### src/rtl/ppu_pkg.sv
// ------------------------------------------------------------------
// ppu_pkg : shared state encoding and fixed-point constants for the
//           posit reciprocal refinement datapath.  Rev 1.0
// ------------------------------------------------------------------
`default_nettype none

package ppu_pkg;

  typedef enum logic [1:0] {
    IDLE   = 2'd0,
    MUL_XY = 2'd1,
    MUL_YT = 2'd2,
    DONE   = 2'd3
  } nr_state_e;

  // 2.0 in Q2.(3N-2); caller slices the low 3N bits.
  function automatic logic [255:0] two_q2(input int n);
    return 256'(1) << (3 * n - 1);
  endfunction

  // All-ones saturation value for a 2N-bit reciprocal; caller slices the low 2N bits.
  function automatic logic [255:0] sat_ones(input int n);
    return (256'(1) << (2 * n)) - 256'(1);
  endfunction

endpackage

`default_nettype wire

### src/rtl/nr_mul.sv
// ------------------------------------------------------------------
// nr_mul : unsigned W x W -> 2W combinational multiplier, kept on its
//          own so it can be pipelined or mapped to a DSP later.  Rev 1.0
// ------------------------------------------------------------------
`default_nettype none

module nr_mul #(
  parameter int W = 32
) (
  input  logic [W-1:0]   a,
  input  logic [W-1:0]   b,
  output logic [2*W-1:0] p
);

  assign p = {{W{1'b0}}, a} * {{W{1'b0}}, b};

endmodule

`default_nettype wire

### src/rtl/newton_raphson_refine.sv
// ------------------------------------------------------------------
// newton_raphson_refine : refines a 3N-bit reciprocal seed with ITERS
//                         Newton-Raphson steps on one shared multiplier.  Rev 1.0
// ------------------------------------------------------------------
`default_nettype none

module newton_raphson_refine
  import ppu_pkg::*;
#(
  parameter int N     = 16,
  parameter int ITERS = 2
) (
  input  logic           clk,
  input  logic           rst_n,
  input  logic           i_valid,
  output logic           o_ready,
  input  logic [N-1:0]   i_x,
  input  logic [3*N-1:0] i_y0,
  output logic           o_valid,
  input  logic           i_ready,
  output logic [2*N-1:0] o_recip,
  output logic           o_err
);

  localparam int W  = 2 * N;
  localparam int PW = 4 * N;
  localparam logic [255:0] TWO_FULL = two_q2(N);
  localparam logic [255:0] SAT_FULL = sat_ones(N);
  localparam logic [3*N-1:0] TWO_Q2   = TWO_FULL[3*N-1:0];
  localparam logic [W-1:0]   SAT_ONES = SAT_FULL[W-1:0];
  localparam logic [2:0]     ITERS_C  = 3'(ITERS);

  nr_state_e      state_q, state_d;
  logic [N-1:0]   x_q, x_d;
  logic [W-1:0]   y_q, y_d;
  logic [W-1:0]   t_q, t_d;
  logic [2:0]     cnt_q, cnt_d;
  logic           err_q, err_d;

  logic [W-1:0]   mul_a, mul_b;
  logic [PW-1:0]  mul_p;
  logic [3*N-1:0] t_full;
  logic           sat;
  logic           unused_bits;

  // Operand mux: the only arithmetic resource is shared between both half-steps.
  always_comb begin
    mul_a = '0;
    mul_b = '0;
    case (state_q)
      MUL_XY: begin
        mul_a = {{N{1'b0}}, x_q};
        mul_b = y_q;
      end
      MUL_YT: begin
        mul_a = y_q;
        mul_b = t_q;
      end
      default: ;
    endcase
  end

  nr_mul #(.W(W)) u_mul (
    .a (mul_a),
    .b (mul_b),
    .p (mul_p)
  );

  // 2 - x*y in Q2.(3N-2), wrapping modulo 2^3N.
  assign t_full = TWO_Q2 - mul_p[3*N-1:0];
  assign sat    = mul_p[PW-1] | mul_p[PW-2];

  assign unused_bits = ^{i_y0[N-1:0], t_full[N-1:0]};

  always_comb begin
    state_d = state_q;
    x_d     = x_q;
    y_d     = y_q;
    t_d     = t_q;
    cnt_d   = cnt_q;
    err_d   = err_q;
    case (state_q)
      IDLE: begin
        if (i_valid) begin
          x_d   = i_x;
          cnt_d = '0;
          err_d = ~i_x[N-1];
          if (!i_x[N-1]) begin
            y_d     = '0;
            state_d = DONE;
          end else begin
            y_d     = i_y0[3*N-1 -: W];
            state_d = (ITERS == 0) ? DONE : MUL_XY;
          end
        end
      end
      MUL_XY: begin
        t_d     = t_full[3*N-1 -: W];
        state_d = MUL_YT;
      end
      MUL_YT: begin
        y_d     = sat ? SAT_ONES : mul_p[PW-3 -: W];
        cnt_d   = cnt_q + 3'd1;
        state_d = ((cnt_q + 3'd1) < ITERS_C) ? MUL_XY : DONE;
      end
      DONE: begin
        if (i_ready) state_d = IDLE;
      end
      default: state_d = IDLE;
    endcase
  end

  always_ff @(posedge clk or negedge rst_n) begin
    if (!rst_n) begin
      state_q <= IDLE;
      x_q     <= '0;
      y_q     <= '0;
      t_q     <= '0;
      cnt_q   <= '0;
      err_q   <= 1'b0;
    end else begin
      state_q <= state_d;
      x_q     <= x_d;
      y_q     <= y_d;
      t_q     <= t_d;
      cnt_q   <= cnt_d;
      err_q   <= err_d;
    end
  end

  assign o_ready = (state_q == IDLE);
  assign o_valid = (state_q == DONE);
  assign o_recip = y_q;
  assign o_err   = err_q;

endmodule

`default_nettype wire

### config.mk
export PLATFORM = sky130hd
export DESIGN_NAME = newton_raphson_refine
export DESIGN_NICKNAME = d
export VERILOG_FILES = /design/src/rtl/ppu_pkg.sv /design/src/rtl/nr_mul.sv /design/src/rtl/newton_raphson_refine.sv
export SDC_FILE = /design/constraint.sdc
export NUM_CORES = 2
export LEC_CHECK = 0
export BUFFER_PORTS_ARGS = -buffer_cell sky130_fd_sc_hd__buf_2
export CORE_MARGIN = 5
export CORE_UTILIZATION = 25
export CTS_CLUSTER_SIZE = 24
export DETAILED_ROUTE_END_ITERATION = 6
export PLACE_DENSITY_LB_ADDON = 0.08
export RECOVER_POWER = 25
export SYNTH_ARGS = -nofsm -noshare
export SYNTH_HDL_FRONTEND = slang
export SYNTH_HIERARCHICAL = 1
export SYNTH_SLANG_ARGS = --single-unit
### constraint.sdc
create_clock -name clk -period 20.9 [get_ports clk]
set_input_delay 4.18 -clock clk [delete_from_list [all_inputs] [get_ports clk]]
set_output_delay 4.18 -clock clk [all_outputs]
set_load 0.1 [all_outputs]
==> run summary <==
The run finished, with violations left. The final reports fail on max-capacitance violations, max-slew violations. Counting flops with a built-in enable in the synthesized netlist gives 0. The normalized max-slew margin is -140%. Setup repair after global routing left no endpoint under its margin. The first-pass iteration count of the detailed router came out at 5.

Signal routing reaches up to met5. The placed cell count is 6229. The count of H-tree levels built during CTS came out at 3. The maximum vdd drop came out at about 0.15 mV. The effective utilization at floorplan came out at 25.1%. The detailed router's first-iteration violation count came out at 1389.

Counting every sink on the clock net gives 86. By area, the combinational part of the netlist is dominated by adder cells. The routed metal-1 wire length came out at 63800 um. The number of hold violations in the final report came out at 0.

The portion of the clock cycle consumed by the worst path in the final layout is 57.0%. The fraction of synthesized cell area in xor and xnor cells came out at 1.55%. Measured in cells, the most critical reg-to-reg path has a length of 28. The count of cells resized by post-cts repair came out at 0. After global routing the overflow that remains totals 0. Between clock sinks in the finished design, the worst skew comes to roughly 12 ps. For this design, the CTS-stage hold fixing added 0 buffers. The number of cells on the worst hold path came out at 2. For this run, the number of Yosys warnings is 6. The post-synthesis simple-gate area fraction is about a fifth. The height of the die came out at 403 um. The tree is rooted in a clkbuf_16. The number of buffers created by CTS came out at 9. The filler-free cell count of the finished design came out at 6251. The aggregate negative setup slack is 0 ps. The post-detailed-route via-to-cell ratio is 4.45. Based on the critical path, the design can be clocked at up to 83.9 MHz. The number of antenna violations at the first check in global routing is 9. The synthesis-to-finish area growth is 8.12%. The critical path's slowest cell is and2_1. The clock input transition at the sequential cells of the worst setup and hold paths is 80 ps.

Leaving out fill and tap cells, the most frequent cells in the layout are 896 x fa_1, 871 x inv_1, 616 x and2_1. The share of the Yosys chip area taken by registers is 5.59%. The arrival time reported for the critical path endpoint is 12200 ps. For the finished layout, the period the worst path requires is 11920 ps. The max-slew violation total from the final report came to 121. In this run the worst path has a maximum fanout of 52. The most repeated library cell on the critical path is fa_1. The length of routed met3 wiring is 3990 um. The worst hold-check path type is reg -> reg. The total via count in the routed design came out at 27800.

After detailed routing, the average wire length per cell comes to around 22 um. The die outline width came out at 403 um. The reported leakage power is 20.3 nW. After the last flow step, the layout net total stands at between 5000 and 6000. The worst endpoint required time is between 20000 and 25000 ps.

The number of global-route vias before repair came out at 31800. At the pin with the least slew margin, the transition time is 3560 ps. On the worst path, the slowest cell contributes a delay of 740 ps. The boundary pin count is 103. The number of setup buffers added after CTS is 0.

The worst register-to-register path begins at state_q[0]. In this run, synthesis produced a sequential element count of 86. The source of the critical timing path is state_q[0].

The clock tree from TritonCTS is built. The buffer depth of the longest clock path came out at 2. The number of standard-cell rows in the floorplan is 144.

The sum of met2 wire segment lengths after detailed routing came out at between 60000 and 70000 um. The remaining antenna violation count is 0. The endpoint class of the critical path is a flop. The instance count of the mapped netlist is 4275. The final weighted congestion in routability-driven placement is 0.793. The post-synthesis compound-gate area fraction came out at approximately 6.5%.

The count of final setup violators came out at 0. The worst hold path begins at o_err. The cell area that synthesis handed to floorplanning was around 0.039 mm^2. The layout cell share with drive strength beyond 1 came out at under 10%. The portion of netlist area occupied by mux cells came out at 0.757%. The post-synth net total came out at 5508. The share of flip-flops with an asynchronous set or reset after synthesis is 100%.

The total DRC errors in the routed layout is 0. The library cell used most frequently in the layout, excluding fill and tap cells, is fa_1. Max-cap violations in this run came to 3.

The average instance in the mapped netlist occupies 9.01 um^2. The area of the core came out at 0.154 mm^2. The number of library cell types mapped by synthesis is just under 80.

The overall routing resource usage came out at between 10% and 20%. The largest net degree at the start of global routing is 63. The clock latency at the later pin of the worst-skew pair came out at 350 ps. The wire length of the first global-routing pass is 210000 um. The ratio of total power to cell area came out at 124 mW/mm^2. The wire length reported by the detailed router is around 140000 um.

STA classifies the critical path startpoint as a flop. The HPWL after detailed placement is 104000 um. The area share of fa/ha/maj cells after synthesis is 55.3%. The full die area is 0.162 mm^2. The count of buffers added on input and output ports is 86.

The most frequently used flop master after synthesis is dfrtp_1. The worst setup path is of the reg -> reg kind.
critical path: cells and delay by family, from the launching register on:
kind,cells,cell delay (ps)
DFF,1,400
xor gates and xnor gates,1,380
AOI/OAI and AO/OA,6,2010
buffers and inverters,5,1340
adders and majority gates,10,5010
and+or+nand+nor,6,2590
path summary, 6_finish.rpt:
kind / end / slack [ps]
setup / recovery: t_q[30] / 8980
hold / removal: o_err / 480
setup reg to reg: t_q[30] / 8980
hold reg to reg: o_err / 480
max in group asynchronous: t_q[18] / 12730
min in group asynchronous: o_err / 4640
through the flow:
step	area [um^2]	hold WS [ps]	setup WS (ps)	power, mW	util, %
floorplan	38500	452	11340	3.15	-
global placement	41300	461	8890	5.07	26.9
detailed placement	41300	470	8940	5.04	26.9
CTS	41700	488	8870	5.27	27.1
global route	41600	515	8340	5.63	27.1
finish	41600	482	8980	5.16	27.1
kinds of logic (layout without fill, tap and decap cells):
| kind of cell | Yosys count | after routing |
|---|---|---|
| muxes | 26 | 26 |
| adders and majority gates | 1165 | 1165 |
| xor gates and xnor gates | 68 | 68 |
| AOI/OAI and AO/OA | 370 | 370 |
| DFF | 86 | 86 |
| other | 0 | 6 |
| buffers and inverters | 1136 | 1062 |
| and+or+nand+nor | 1424 | 1424 |
sequential cells by signal, summed over array words and instances (netlist names):
signal,cells
cnt_q,3
o_err,1
o_recip,32
state_q,2
t_q,32
x_q,16
synth_stat cells (all sizes together), types with 23 or more instances:
master | number | area (um^2)
nand4 | 27 | 175
ha | 269 | 3370
clkbuf | 252 | 946
and2 | 616 | 3850
inv | 871 | 3270
fa | 896 | 17900
nor2 | 93 | 352
mux2 | 25 | 282
xnor2 | 45 | 394
nand2 | 536 | 2010
a21o | 26 | 195
xor2 | 23 | 201
a21oi | 105 | 526
o31ai | 47 | 363
dfrtp | 86 | 2150
o21ai | 57 | 289
nor2b | 58 | 363
a22oi | 48 | 360
cell type report:
| type | instances | area, um^2 |
|---|---|---|
| fill | 16800 | 112000 |
| multi-input combinational | 3053 | 32300 |
| inverter | 871 | 3270 |
| tap | 2044 | 2560 |
| sequential | 86 | 2150 |
| timing repair buffer | 175 | 1090 |
| clock buffer | 9 | 225 |
| clock inverter | 7 | 80.1 |
| antenna | 6 | 15.0 |
where the power goes:
part	switching [mW]	internal [mW]
clock network	0.0789	0.0948
registers	0.0807	0.252
logic	3.26	1.40
layer usage:
metal,up-vias,global-route usage [%]
li1,12600,-
met1,14700,23.8
met2,388,30.1
met3,92,1.40
met4,2,2.20
met5,-,0
Power figures use the tool's default switching activity.
